[src/rtl/quant_gain_sched.sv]
// Queues software gain updates from the gain register and writes them into the
// quantizer gain RAM only in the burst that follows a spectrum sync pulse.
module quant_gain_sched #(
    parameter int unsigned ADDR_W     = 10,
    parameter int unsigned GAIN_W     = 16,
    parameter int unsigned FIFO_DEPTH = 4
) (
    input  logic                          user_clk,
    input  logic                          user_rst_n,
    input  logic [31:0]                   reg_word,
    input  logic                          sync_in,
    input  logic                          ovf_clr,
    output logic                          gain_we,
    output logic [ADDR_W-1:0]             gain_addr,
    output logic [GAIN_W-1:0]             gain_data,
    output logic [$clog2(FIFO_DEPTH):0]   pending,
    output logic [15:0]                   upd_count,
    output logic                          ovf_sticky,
    output logic                          busy
);

    localparam int unsigned PTR_W = $clog2(FIFO_DEPTH);
    localparam int unsigned CNT_W = PTR_W + 1;
    localparam int unsigned ENT_W = ADDR_W + GAIN_W;

    localparam logic [1:0] ST_IDLE      = 2'd0;
    localparam logic [1:0] ST_WAIT_SYNC = 2'd1;
    localparam logic [1:0] ST_DRAIN     = 2'd2;

    logic [1:0]       state_q;
    logic [1:0]       state_nxt;

    logic             armed_q;
    logic             tog_q;
    logic             commit_q;
    logic [ENT_W-1:0] cmt_ent_q;

    logic [ENT_W-1:0] mem_q [FIFO_DEPTH];
    logic [PTR_W-1:0] wr_q;
    logic [PTR_W-1:0] rd_q;
    logic [CNT_W-1:0] cnt_q;
    logic [CNT_W-1:0] cnt_nxt;
    logic [PTR_W-1:0] burst_q;

    logic             pop;
    logic             push_ok;
    logic             ovf_set;
    logic             burst_last;

    // Bits outside the chan/gain/toggle fields are intentionally ignored.
    logic             unused_word;
    assign unused_word = ^reg_word;

    // Commit detect: the toggle history is only loaded (not compared) in the first cycle out of reset.
    always_ff @(posedge user_clk or negedge user_rst_n) begin
        if (!user_rst_n) begin
            armed_q   <= 1'b0;
            tog_q     <= 1'b0;
            commit_q  <= 1'b0;
            cmt_ent_q <= '0;
        end else begin
            armed_q   <= 1'b1;
            tog_q     <= reg_word[31];
            commit_q  <= armed_q && (reg_word[31] != tog_q);
            cmt_ent_q <= {reg_word[16+ADDR_W-1:16], reg_word[GAIN_W-1:0]};
        end
    end

    // Occupancy after this cycle's pop decides whether a push fits.
    always_comb begin
        pop        = (state_q == ST_DRAIN) && (cnt_q != '0);
        push_ok    = commit_q && ((cnt_q - CNT_W'(pop)) < CNT_W'(FIFO_DEPTH));
        ovf_set    = commit_q && !push_ok;
        cnt_nxt    = cnt_q + CNT_W'(push_ok) - CNT_W'(pop);
        burst_last = (burst_q == PTR_W'(FIFO_DEPTH - 1));
    end

    always_ff @(posedge user_clk) begin
        if (push_ok) begin
            mem_q[wr_q] <= cmt_ent_q;
        end
    end

    always_ff @(posedge user_clk or negedge user_rst_n) begin
        if (!user_rst_n) begin
            wr_q    <= '0;
            rd_q    <= '0;
            cnt_q   <= '0;
            burst_q <= '0;
        end else begin
            cnt_q <= cnt_nxt;
            if (push_ok) begin
                wr_q <= wr_q + PTR_W'(1);
            end
            if (pop) begin
                rd_q <= rd_q + PTR_W'(1);
            end
            if (state_q != ST_DRAIN) begin
                burst_q <= '0;
            end else if (pop) begin
                burst_q <= burst_q + PTR_W'(1);
            end
        end
    end

    always_ff @(posedge user_clk or negedge user_rst_n) begin
        if (!user_rst_n) begin
            state_q <= ST_IDLE;
        end else begin
            state_q <= state_nxt;
        end
    end

    // A burst ends when the queue empties or after FIFO_DEPTH writes, whichever comes first.
    always_comb begin
        state_nxt = state_q;
        case (state_q)
            ST_IDLE: begin
                if (cnt_q != '0) begin
                    state_nxt = ST_WAIT_SYNC;
                end
            end
            ST_WAIT_SYNC: begin
                if (sync_in) begin
                    state_nxt = ST_DRAIN;
                end
            end
            ST_DRAIN: begin
                if (cnt_nxt == '0) begin
                    state_nxt = ST_IDLE;
                end else if (burst_last) begin
                    state_nxt = ST_WAIT_SYNC;
                end
            end
            default: begin
                state_nxt = ST_IDLE;
            end
        endcase
    end

    // RAM write port and status outputs; addr/data hold between writes.
    always_ff @(posedge user_clk or negedge user_rst_n) begin
        if (!user_rst_n) begin
            gain_we    <= 1'b0;
            gain_addr  <= '0;
            gain_data  <= '0;
            upd_count  <= '0;
            ovf_sticky <= 1'b0;
            busy       <= 1'b0;
        end else begin
            gain_we <= pop;
            if (pop) begin
                gain_addr <= mem_q[rd_q][ENT_W-1:GAIN_W];
                gain_data <= mem_q[rd_q][GAIN_W-1:0];
                upd_count <= upd_count + 16'd1;
            end
            if (ovf_set) begin
                ovf_sticky <= 1'b1;
            end else if (ovf_clr) begin
                ovf_sticky <= 1'b0;
            end
            busy <= (state_nxt != ST_IDLE);
        end
    end

    assign pending = cnt_q;

endmodule

[config.mk]
export PLATFORM = sky130hd
export DESIGN_NAME = quant_gain_sched
export DESIGN_NICKNAME = d
export VERILOG_FILES = /design/src/rtl/quant_gain_sched.sv
export SDC_FILE = /design/constraint.sdc
export NUM_CORES = 1
export LEC_CHECK = 0
export CAP_MARGIN = 20
export CORE_MARGIN = 2
export CORE_UTILIZATION = 59
export CTS_CLUSTER_SIZE = 40
export DETAILED_ROUTE_END_ITERATION = 16
export DONT_BUFFER_PORTS = 1
export HOLD_SLACK_MARGIN = 0.12
export PLACE_DENSITY = 0.72
export SLEW_MARGIN = 30
export SYNTH_ARGS = -nofsm -noshare
export SYNTH_HDL_FRONTEND = slang
export SYNTH_SLANG_ARGS = --single-unit
export TNS_END_PERCENT = 5
[constraint.sdc]
create_clock -name user_clk -period 3.32 [get_ports user_clk]
set_input_delay 0.664 -clock user_clk [delete_from_list [all_inputs] [get_ports user_clk]]
set_output_delay 0.664 -clock user_clk [all_outputs]
set_load 0.005 [all_outputs]
==> results of run 1 <==
==> how the worst min path moves through the flow <==
stage,cells past startpoint,to,slack [ns]
final,1,gain_addr[9],0.17
after global routing,1,cmt_ent_q[12],0.19
after CTS,1,gain_addr[9],0.17
after detailed placement,0,gain_addr[1],0.37
after global placement,0,gain_addr[1],0.37
after floorplan,0,armed_q,0.37
==> layout make-up <==
| class | instances | area (um^2) | share of cell area |
|---|---|---|---|
| clock buffers | 25 | 495 | 0.0632 |
| repair buffers | 5 | 57.6 | 0.00735 |
| inverters | 10 | 37.5 | 0.00479 |
| flip-flops and latches | 189 | 5250 | 0.670 |
| well taps | 147 | 184 | 0.0235 |
| multi-input cells | 133 | 1720 | 0.219 |
| diodes | 2 | 5.00 | 0.000639 |
| clock inverters | 7 | 87.6 | 0.0112 |
==> registers in the layout (all words and copies together) (netlist names) <==
register,cells
busy,1
ovf_sticky,1
pending,3
gain_we,1
rd_q,2
wr_q,2
armed_q,1
gain_data,16
mem_q,104
burst_q,2
cmt_ent_q,26
tog_q,1
commit_q,1
state_q,2
gain_addr,10
upd_count,16
==> kinds of logic (layout without fill, tap and decap cells) <==
kind of cell	count (synthesis)	in the layout	share of synthesized area
flops	189	189	0.741
mux	55	55	0.154
buf+inv	19	47	0.0166
fa+ha+maj	9	9	0.0170
simple gates	40	40	0.0355
compound gates	6	6	0.00777
other cells	1	3	0.000530
xor+xnor	22	22	0.0272
==> per-layer routing <==
metal	up-vias	part of all wire
met5	-	0
met4	0	0.013
met3	12	0.052
met2	71	0.52
met1	1562	0.41
li1	1347	-
==> worst max-delay path, cell delays in order (launching register included) <==
cell and delay, ns:
dfrtp_1 0.44, nand2b_2 0.29, o31ai_4 0.29, and2_1 0.25, inv_1 0.06, ha_1 0.27
inv_1 0.04, ha_1 0.18, fa_1 0.38, xnor2_1 0.15, xnor2_1 0.15, nor3_1 0.28
o32ai_1 0.13
==> placed cells by master (no fill, tap or decap), drive strengths merged <==
cell type,count
a21oi,1
and2,2
and3,4
buf,5
bufinv,2
clkbuf,25
clkinv,4
clkinvlp,1
conb,1
dfrtp,85
diode,2
edfxtp,104
fa,1
ha,8
inv,10
mux2,28
mux2i,1
mux4,26
nand2,5
nand2b,2
nand3,8
nand3b,1
nand4,3
nand4b,1
nor2,7
nor3,4
nor4,3
o22ai,2
o31ai,2
o32ai,1
xnor2,15
xor2,7
==> power by group <==
part | internal, mW | total (mW) | switching (mW)
Sequential | 2.89 | 3.33 | 0.438
Clock | 1.18 | 1.96 | 0.776
Combinational | 0.775 | 1.26 | 0.489
Total | 4.85 | 6.55 | 1.70
==> through the flow <==
| stage | util | total power [mW] |
|---|---|---|
| finish | 0.661 | 6.55 |
| global route | 0.660 | 6.88 |
| floorplan | - | 4.38 |
| detailed placement | 0.609 | 4.65 |
| global placement | 0.609 | 4.60 |
| CTS | 0.660 | 6.64 |
==> reports/metrics.yaml, run 1 <==
finish:
  stdcell_count: 518
  stdcell_area_mm2: 0.00784
  syn2layout_area_growth_pct: 10.6
  drive_gt1_frac: 0.198
  nets: 401
  fillers: 778
clock_tree:
  cts_tree: "built"
  cts_root_buf: "clkbuf_16"
  postCtsSetupRepairBufs: 0
  cts.sinks: 189
  cts-hold-fix-buffers: 1
  cts_max_path_buffers: 2
  clk_pin_slew_ns: 0.06
  numCtsBuffers: 17
  h-tree-depth: 4
  cts_resized: 0
  clk_latency_ns: 0.41
sta:
  worst_slew_pin_slew_ns: 0.824
  hold_viol: 0
  maxSlewViolCount: 0
  postLayoutSetupSlackWorst_ns: 0.295
  period_share: 0.911
  fin_crit_ns: 3.03
  rsz0062_at_grt: "no"
  fmax_mhz: 331
  setup_violations: 0
  clock_skew_ns: 0.00713
  tns_ns: 0
  holdWs_ns: 0.171
  slew_headroom: 0.451
critical_path:
  path_max_fanout: 7
  timing.rr.end: "state_q[1]"
  worstPathArrival_ns: 3.31
  r2r_slack_ns: 0.29
  cp-endpoint: "state_q[1]"
  crit_path_end_kind: "register"
  r2r-start: "state_q[0]"
  cp-startpoint: "state_q[0]"
  r2r_cells: 12
  critPathKind: "register to register"
  cp_data_required_time_ns: 3.61
  cp-start-kind: "register"
logic_synthesis:
  synth-seq-cells: 189
  synth_cell_types: 38
  yosysWarnings: 0
  syn_area_per_cell_um2: 20.8
  synth_area_leaders: "edfxtp_1 (44%), dfrtp_1 (30%), mux4_1 (8.5%)"
  yosysMostFrequentCell: "edfxtp_1"
  syn-cell-area_mm2: 0.00708
  yosysSeqAreaShare: 0.741
  syn_inst: 341
  synthTopCellsByCount: "edfxtp_1 (104), dfrtp_1 (85), mux2_4 (25)"
  synthArstFlopShare: 0.450
  synth_top_area_cell: "edfxtp_1"
  synth_edf_count: 104
  synth_nets: 386
  synth.top_cell.area_share: 0.441
  ys.flop_type: "edfxtp_1"
global_routing:
  grt_pass1_vias: 3194
  use_met1: 0.229
  grt_use_met2: 0.307
  grt_util_met3: 0.0643
  grt_overflow_total: 0
  gr-max-usage-layer: "met2"
  track_usage: 0.187
  grt_max_degree: 86
  grt_pass1_wl_um: 17400
  antenna_found_initial: 2
placement:
  dp_hpwl_um: 6340
  port_buffers: 0
  globalplace.congestion: 0.787
  dp.cells: 483
  placed_area_mm2: 0.00722
  place_ws_ns: 0.284
floorplan:
  rows: 40
  io_pins: 84
  start_util: 0.597
  die_w_um: 114
  coreArea_mm2: 0.0119
  die_y_um: 114
  die_area_mm2: 0.0129
drt:
  drt.antenna.violating_nets: 0
  num_vias: 2992
  post_drt_wl_per_cell_um: 20.7
  dr.pass1.iters: 4
  dr.first_iter.drc_count: 129
  vias_per_cell: 5.78
  postRouteWirelength_um: 10700
  drc: 0
worst_hold_path:
  min_path_type: "primary input to async pin"
pwr:
  powerDensity_mw_per_mm2: 836
  ir_worst_vdd_v: 0.000388
  p_leak_nw: 3.01
job:
  cap_violations: 0
status:
  status: "complete, no violations"
Note: power is estimated with default switching activity, not from simulation.
==> run 2, diff against run 1 <==
- clock period: 3.32 -> 3.6 ns (I/O delays scaled with it)
==> run 2 against run 1 <==
Effect of this change: register-to-register slack improved by 0.16 ns; count of clock-buffer cells in the layout fell by 2; highest routed layer unchanged; design area fell by 0.61%; global-route usage fell by 0.58 points; sequential share of layout area grew 0.41 points; power down 9.5%; via count decreased by 0.84%.
==> reports/metrics.yaml, run 2 (synthesis results as in run 1) <==
floorplan:
  io_pins: 84
  start_util: 0.597
  coreArea_mm2: 0.0119
  die_area_mm2: 0.0129
  rows: 40
  die_w_um: 114
  die_y_um: 114
critical_path:
  r2r-start: "state_q[0]"
  cp-start-kind: "register"
  path_max_fanout: 7
  cp-startpoint: "state_q[0]"
  crit_slowest_cell: "dfrtp_1"
  crit_buf_inv: 2
  slowest_delay_ns: 0.44
  crit_path_end_kind: "register"
  critPathKind: "register to register"
  cp_data_required_time_ns: 3.89
  worstPathArrival_ns: 3.43
  worstPathCellList: "nand2b_2, o31ai_4, and2_1, inv_1, ha_1, inv_1, ha_1, fa_1, xnor2_1, xnor2_1, nor3_1, o32ai_1"
  crit_family: "simple AND/OR/NAND/NOR gates"
global_routing:
  grt_pass1_wl_um: 17000
  grt_max_degree: 86
  antenna_found_initial: 1
  track_usage: 0.181
  grt_overflow_total: 0
  grt_pass1_vias: 3137
clock_tree:
  numCtsBuffers: 17
  cts-hold-fix-buffers: 1
  cts.sinks: 189
  postCtsSetupRepairBufs: 0
  cts_tree: "built"
  clk_pin_slew_ns: 0.06
  h-tree-depth: 4
  cts_root_buf: "clkbuf_16"
  cts_resized: 0
  clk_latency_ns: 0.43
  cts_max_path_buffers: 2
sta:
  fin_crit_ns: 3.14
  rsz0062_at_grt: "no"
  worst_slew_pin_slew_ns: 0.811
  setup_violations: 0
  tns_ns: 0
  hold_viol: 0
  maxSlewViolCount: 0
  period_share: 0.873
  fmax_mhz: 318
  slew_headroom: 0.459
  clock_skew_ns: 0.0136
finish:
  top_register: "mem_q"
  fillers: 773
  top_regs: "mem_q (104), cmt_ent_q (26)"
  largest_reg_flops: 104
  regArea_mm2: 0.00525
  drive_gt1_frac: 0.198
  postLayoutCoreUtil: 0.657
  stdcell_count: 517
  nets: 401
  stdcell_area_mm2: 0.00779
  multiInputGateArea_mm2: 0.00172
  mostFrequentLayoutCells: "edfxtp_1 (104), dfrtp_1 (84), mux2_4 (25), mux4_1 (23), clkbuf_16 (18)"
  final_common_cell: "edfxtp_1"
  syn2layout_area_growth_pct: 9.96
worst_hold_path:
  min_path_type: "primary input to async pin"
placement:
  port_buffers: 0
  dp.cells: 483
  dp_hpwl_um: 6200
  globalplace.congestion: 0.785
  placed_area_mm2: 0.00722
pwr:
  power_mw: 5.93
  ir_worst_vdd_v: 0.000473
  p_leak_nw: 2.99
  powerDensity_mw_per_mm2: 761
drt:
  post_drt_wl_per_cell_um: 20.4
  vias_per_cell: 5.74
  drc: 0
  dr.pass1.iters: 6
  drt.antenna.violating_nets: 0
  dr.first_iter.drc_count: 207
  postRouteWirelength_um: 10500
  num_vias: 2967
job:
  cap_violations: 0
status:
  status: "complete, no violations"
==> run 2: cell count changes in the layout (fill, tap and decap cells not counted), sizes merged <==
| cell | change |
|---|---|
| inv | +4 |
| clkinv | -1 |
| bufinv | -2 |
| diode | -1 |
| clkinvlp | +1 |
| clkbuf | -2 |
==> run 2: metrics by stage <==
| step | worst slack, ns | hold WS [ns] |
|---|---|---|
| floorplan | 0.858 | 0.424 |
| global placement | 0.641 | 0.427 |
| detailed placement | 0.464 | 0.427 |
| CTS | 0.447 | 0.214 |
| global route | 0.211 | 0.215 |
| finish | 0.456 | 0.208 |
==> run 2: worst register-to-register path, stage by stage (launching register included) <==
cell and delay (ns):
dfrtp_1 0.44, nand2b_2 0.30, o31ai_4 0.29, and2_1 0.24, inv_1 0.06, ha_1 0.27
inv_1 0.04, ha_1 0.18, fa_1 0.39, xnor2_1 0.16, xnor2_1 0.15, nor3_1 0.34
o32ai_1 0.15
==> run 2: final cells by class <==
class / count / share of cell area
repair buffers: 5 / 0.00739
multi-input cells: 133 / 0.220
diodes: 1 / 0.000321
flip-flops and latches: 189 / 0.674
well taps: 147 / 0.0236
clock buffers: 23 / 0.0615
inverters: 10 / 0.00482
clock inverters: 9 / 0.00755
==> run 2: power by group <==
part | switching (mW) | internal [mW]
clock | 0.744 | 0.942
combinational | 0.461 | 0.715
sequential | 0.400 | 2.67
total | 1.61 | 4.32
==> run 2: final timing paths <==
path / end / slack, ns / cells past startpoint
worst max register to register: state_q[1] / 0.46 / 12
worst min-delay path: gain_addr[1] / 0.21 / 1
max in group asynchronous: rd_q[0] / 3.05 / 1
worst min register to register: commit_q / 0.47 / 1
min in group user_clk: cmt_ent_q[18] / 0.32 / 0
worst max-delay path: state_q[1] / 0.46 / 12
==> run 2: metal layers <==
metal	track usage	routed length (um)
met2	0.281	5270
met4	0.0691	162
met1	0.234	4510
met5	0	0
met3	0.0723	583
==> run 3, diff against run 2 <==
- CORE_UTILIZATION: 59 -> 25
- PLACE_DENSITY: 0.72 -> 0.35
- SKIP_LAST_GASP: default -> 1
==> run 3 against run 2 <==
Effect of this change: global-route usage is 8.5 points lower; critical endpoint is now state_q[0]; hold slack improved by 0.011 ns; design area rose by 4.4%; clock skew is 0.0021 ns higher; largest cell class unchanged; largest power group unchanged.
==> reports/metrics.yaml, run 3 (synthesis results as in run 1) <==
placement:
  dp_hpwl_um: 7490
  port_buffers: 0
  globalplace.congestion: 0.666
  place_ws_ns: 0.488
clock_tree:
  clk_pin_slew_ns: 0.07
  postCtsSetupRepairBufs: 0
  numCtsBuffers: 17
  h-tree-depth: 4
  cts.sinks: 189
  cts_max_path_buffers: 2
  cts_tree: "built"
  cts_root_buf: "clkbuf_16"
  clk_latency_ns: 0.43
  cts_resized: 0
critical_path:
  path_max_fanout: 7
  cp-start-kind: "register"
  worstPathArrival_ns: 3.36
  crit_path_end_kind: "register"
  worstPathCellList: "nand2b_2, o31ai_4, and2_1, inv_1, ha_1, inv_1, ha_1, fa_1, xnor2_1, xnor2_1, nor3_1, o31ai_1"
  crit_slowest_cell: "dfrtp_1"
  r2r-start: "state_q[0]"
  slowest_delay_ns: 0.44
  cp-startpoint: "state_q[0]"
  critPathKind: "register to register"
  cp_data_required_time_ns: 3.89
  r2r_slack_ns: 0.53
  crit_family: "simple AND/OR/NAND/NOR gates"
  crit_buf_inv: 2
sta:
  rsz0062_at_grt: "no"
  postLayoutSetupSlackWorst_ns: 0.533
  slew_headroom: 0.420
  setup_violations: 0
  maxSlewViolCount: 0
  fmax_mhz: 326
  period_share: 0.852
  clock_skew_ns: 0.0157
  tns_ns: 0
  hold_viol: 0
  worst_slew_pin_slew_ns: 0.870
  fin_crit_ns: 3.07
pwr:
  p_leak_nw: 3.00
  ir_worst_vdd_v: 0.000217
  powerDensity_mw_per_mm2: 764
floorplan:
  start_util: 0.254
  die_area_mm2: 0.0297
  io_pins: 84
  coreArea_mm2: 0.0279
  die_y_um: 172
  die_w_um: 172
  rows: 61
finish:
  top_regs: "mem_q (104), cmt_ent_q (26)"
  mostFrequentLayoutCells: "edfxtp_1 (104), dfrtp_1 (84), mux2_4 (25), mux4_1 (23), clkbuf_16 (17)"
  syn2layout_area_growth_pct: 14.8
  regArea_mm2: 0.00525
  multiInputGateArea_mm2: 0.00172
  final_common_cell: "edfxtp_1"
  nets: 399
  fillers: 2750
  top_register: "mem_q"
  largest_reg_flops: 104
  drive_gt1_frac: 0.207
global_routing:
  track_usage: 0.0965
  antenna_found_initial: 2
  grt_pass1_wl_um: 20300
  grt_overflow_total: 0
  grt_max_degree: 86
  grt_pass1_vias: 3283
drt:
  vias_per_cell: 4.03
  drc: 0
  dr.first_iter.drc_count: 171
  dr.pass1.iters: 3
  drt.antenna.violating_nets: 0
  num_vias: 3007
  postRouteWirelength_um: 13600
  post_drt_wl_per_cell_um: 18.1
status:
  status: "complete, no violations"
worst_hold_path:
  min_path_type: "primary input to async pin"
job:
  cap_violations: 0
==> run 3: repair_timing <==
action | 4_1_cts | 5_1_grt
hold endpoints to repair | 85 | 0
hold buffers | 1 | 0
setup endpoints to repair | 0 | 0
==> run 3: worst paths after layout <==
path / endpoint / cells past startpoint
hold reg to reg: commit_q / 1
hold / removal: gain_data[12] / 1
setup / recovery: state_q[0] / 12
max in group asynchronous: rd_q[0] / 1
setup reg to reg: state_q[0] / 12
min in group user_clk: cmt_ent_q[24] / 0
==> run 3: layer usage <==
| metal | up-vias | share of wire | global-route usage |
|---|---|---|---|
| li1 | 1343 | - | - |
| met1 | 1584 | 0.44 | 0.118 |
| met2 | 69 | 0.50 | 0.159 |
| met3 | 11 | 0.056 | 0.0316 |
| met4 | 0 | 0.012 | 0.0362 |
| met5 | - | 0 | 0 |
==> run 3: worst reg2reg max path, cell delays in order (launching register included) <==
cell and delay [ns]:
dfrtp_1 0.44, nand2b_2 0.30, o31ai_4 0.32, and2_1 0.25
inv_1 0.06, ha_1 0.27, inv_1 0.04, ha_1 0.18
fa_1 0.37, xnor2_1 0.15, xnor2_1 0.15, nor3_1 0.30
o31ai_1 0.12
==> run 3: layout make-up <==
type / instances / share of cell area
diodes: 2 / 0.000616
clock buffers: 18 / 0.0528
clock inverters: 14 / 0.0208
inverters: 10 / 0.00462
multi-input cells: 133 / 0.211
flip-flops and latches: 189 / 0.646
well taps: 378 / 0.0582
repair buffers: 3 / 0.00523
==> run 3: report_power, final <==
part / switching [mW] / internal, mW / total, mW
Clock: 0.911 / 1.00 / 1.91
Sequential: 0.423 / 2.67 / 3.09
Combinational: 0.503 / 0.712 / 1.22
Total: 1.84 / 4.38 / 6.21
==> run 3: through the flow <==
step	hold slack, ns	utilization	total power [mW]	instance area (um^2)	std cells
after global placement	0.427	0.269	4.35	7500	712
after detailed placement	0.428	0.269	4.38	7500	712
after CTS	0.226	0.292	6.34	8120	745
final	0.219	0.292	6.21	8130	747
after global routing	0.236	0.292	6.57	8130	746
after floorplan	0.424	-	4.04	7080	341
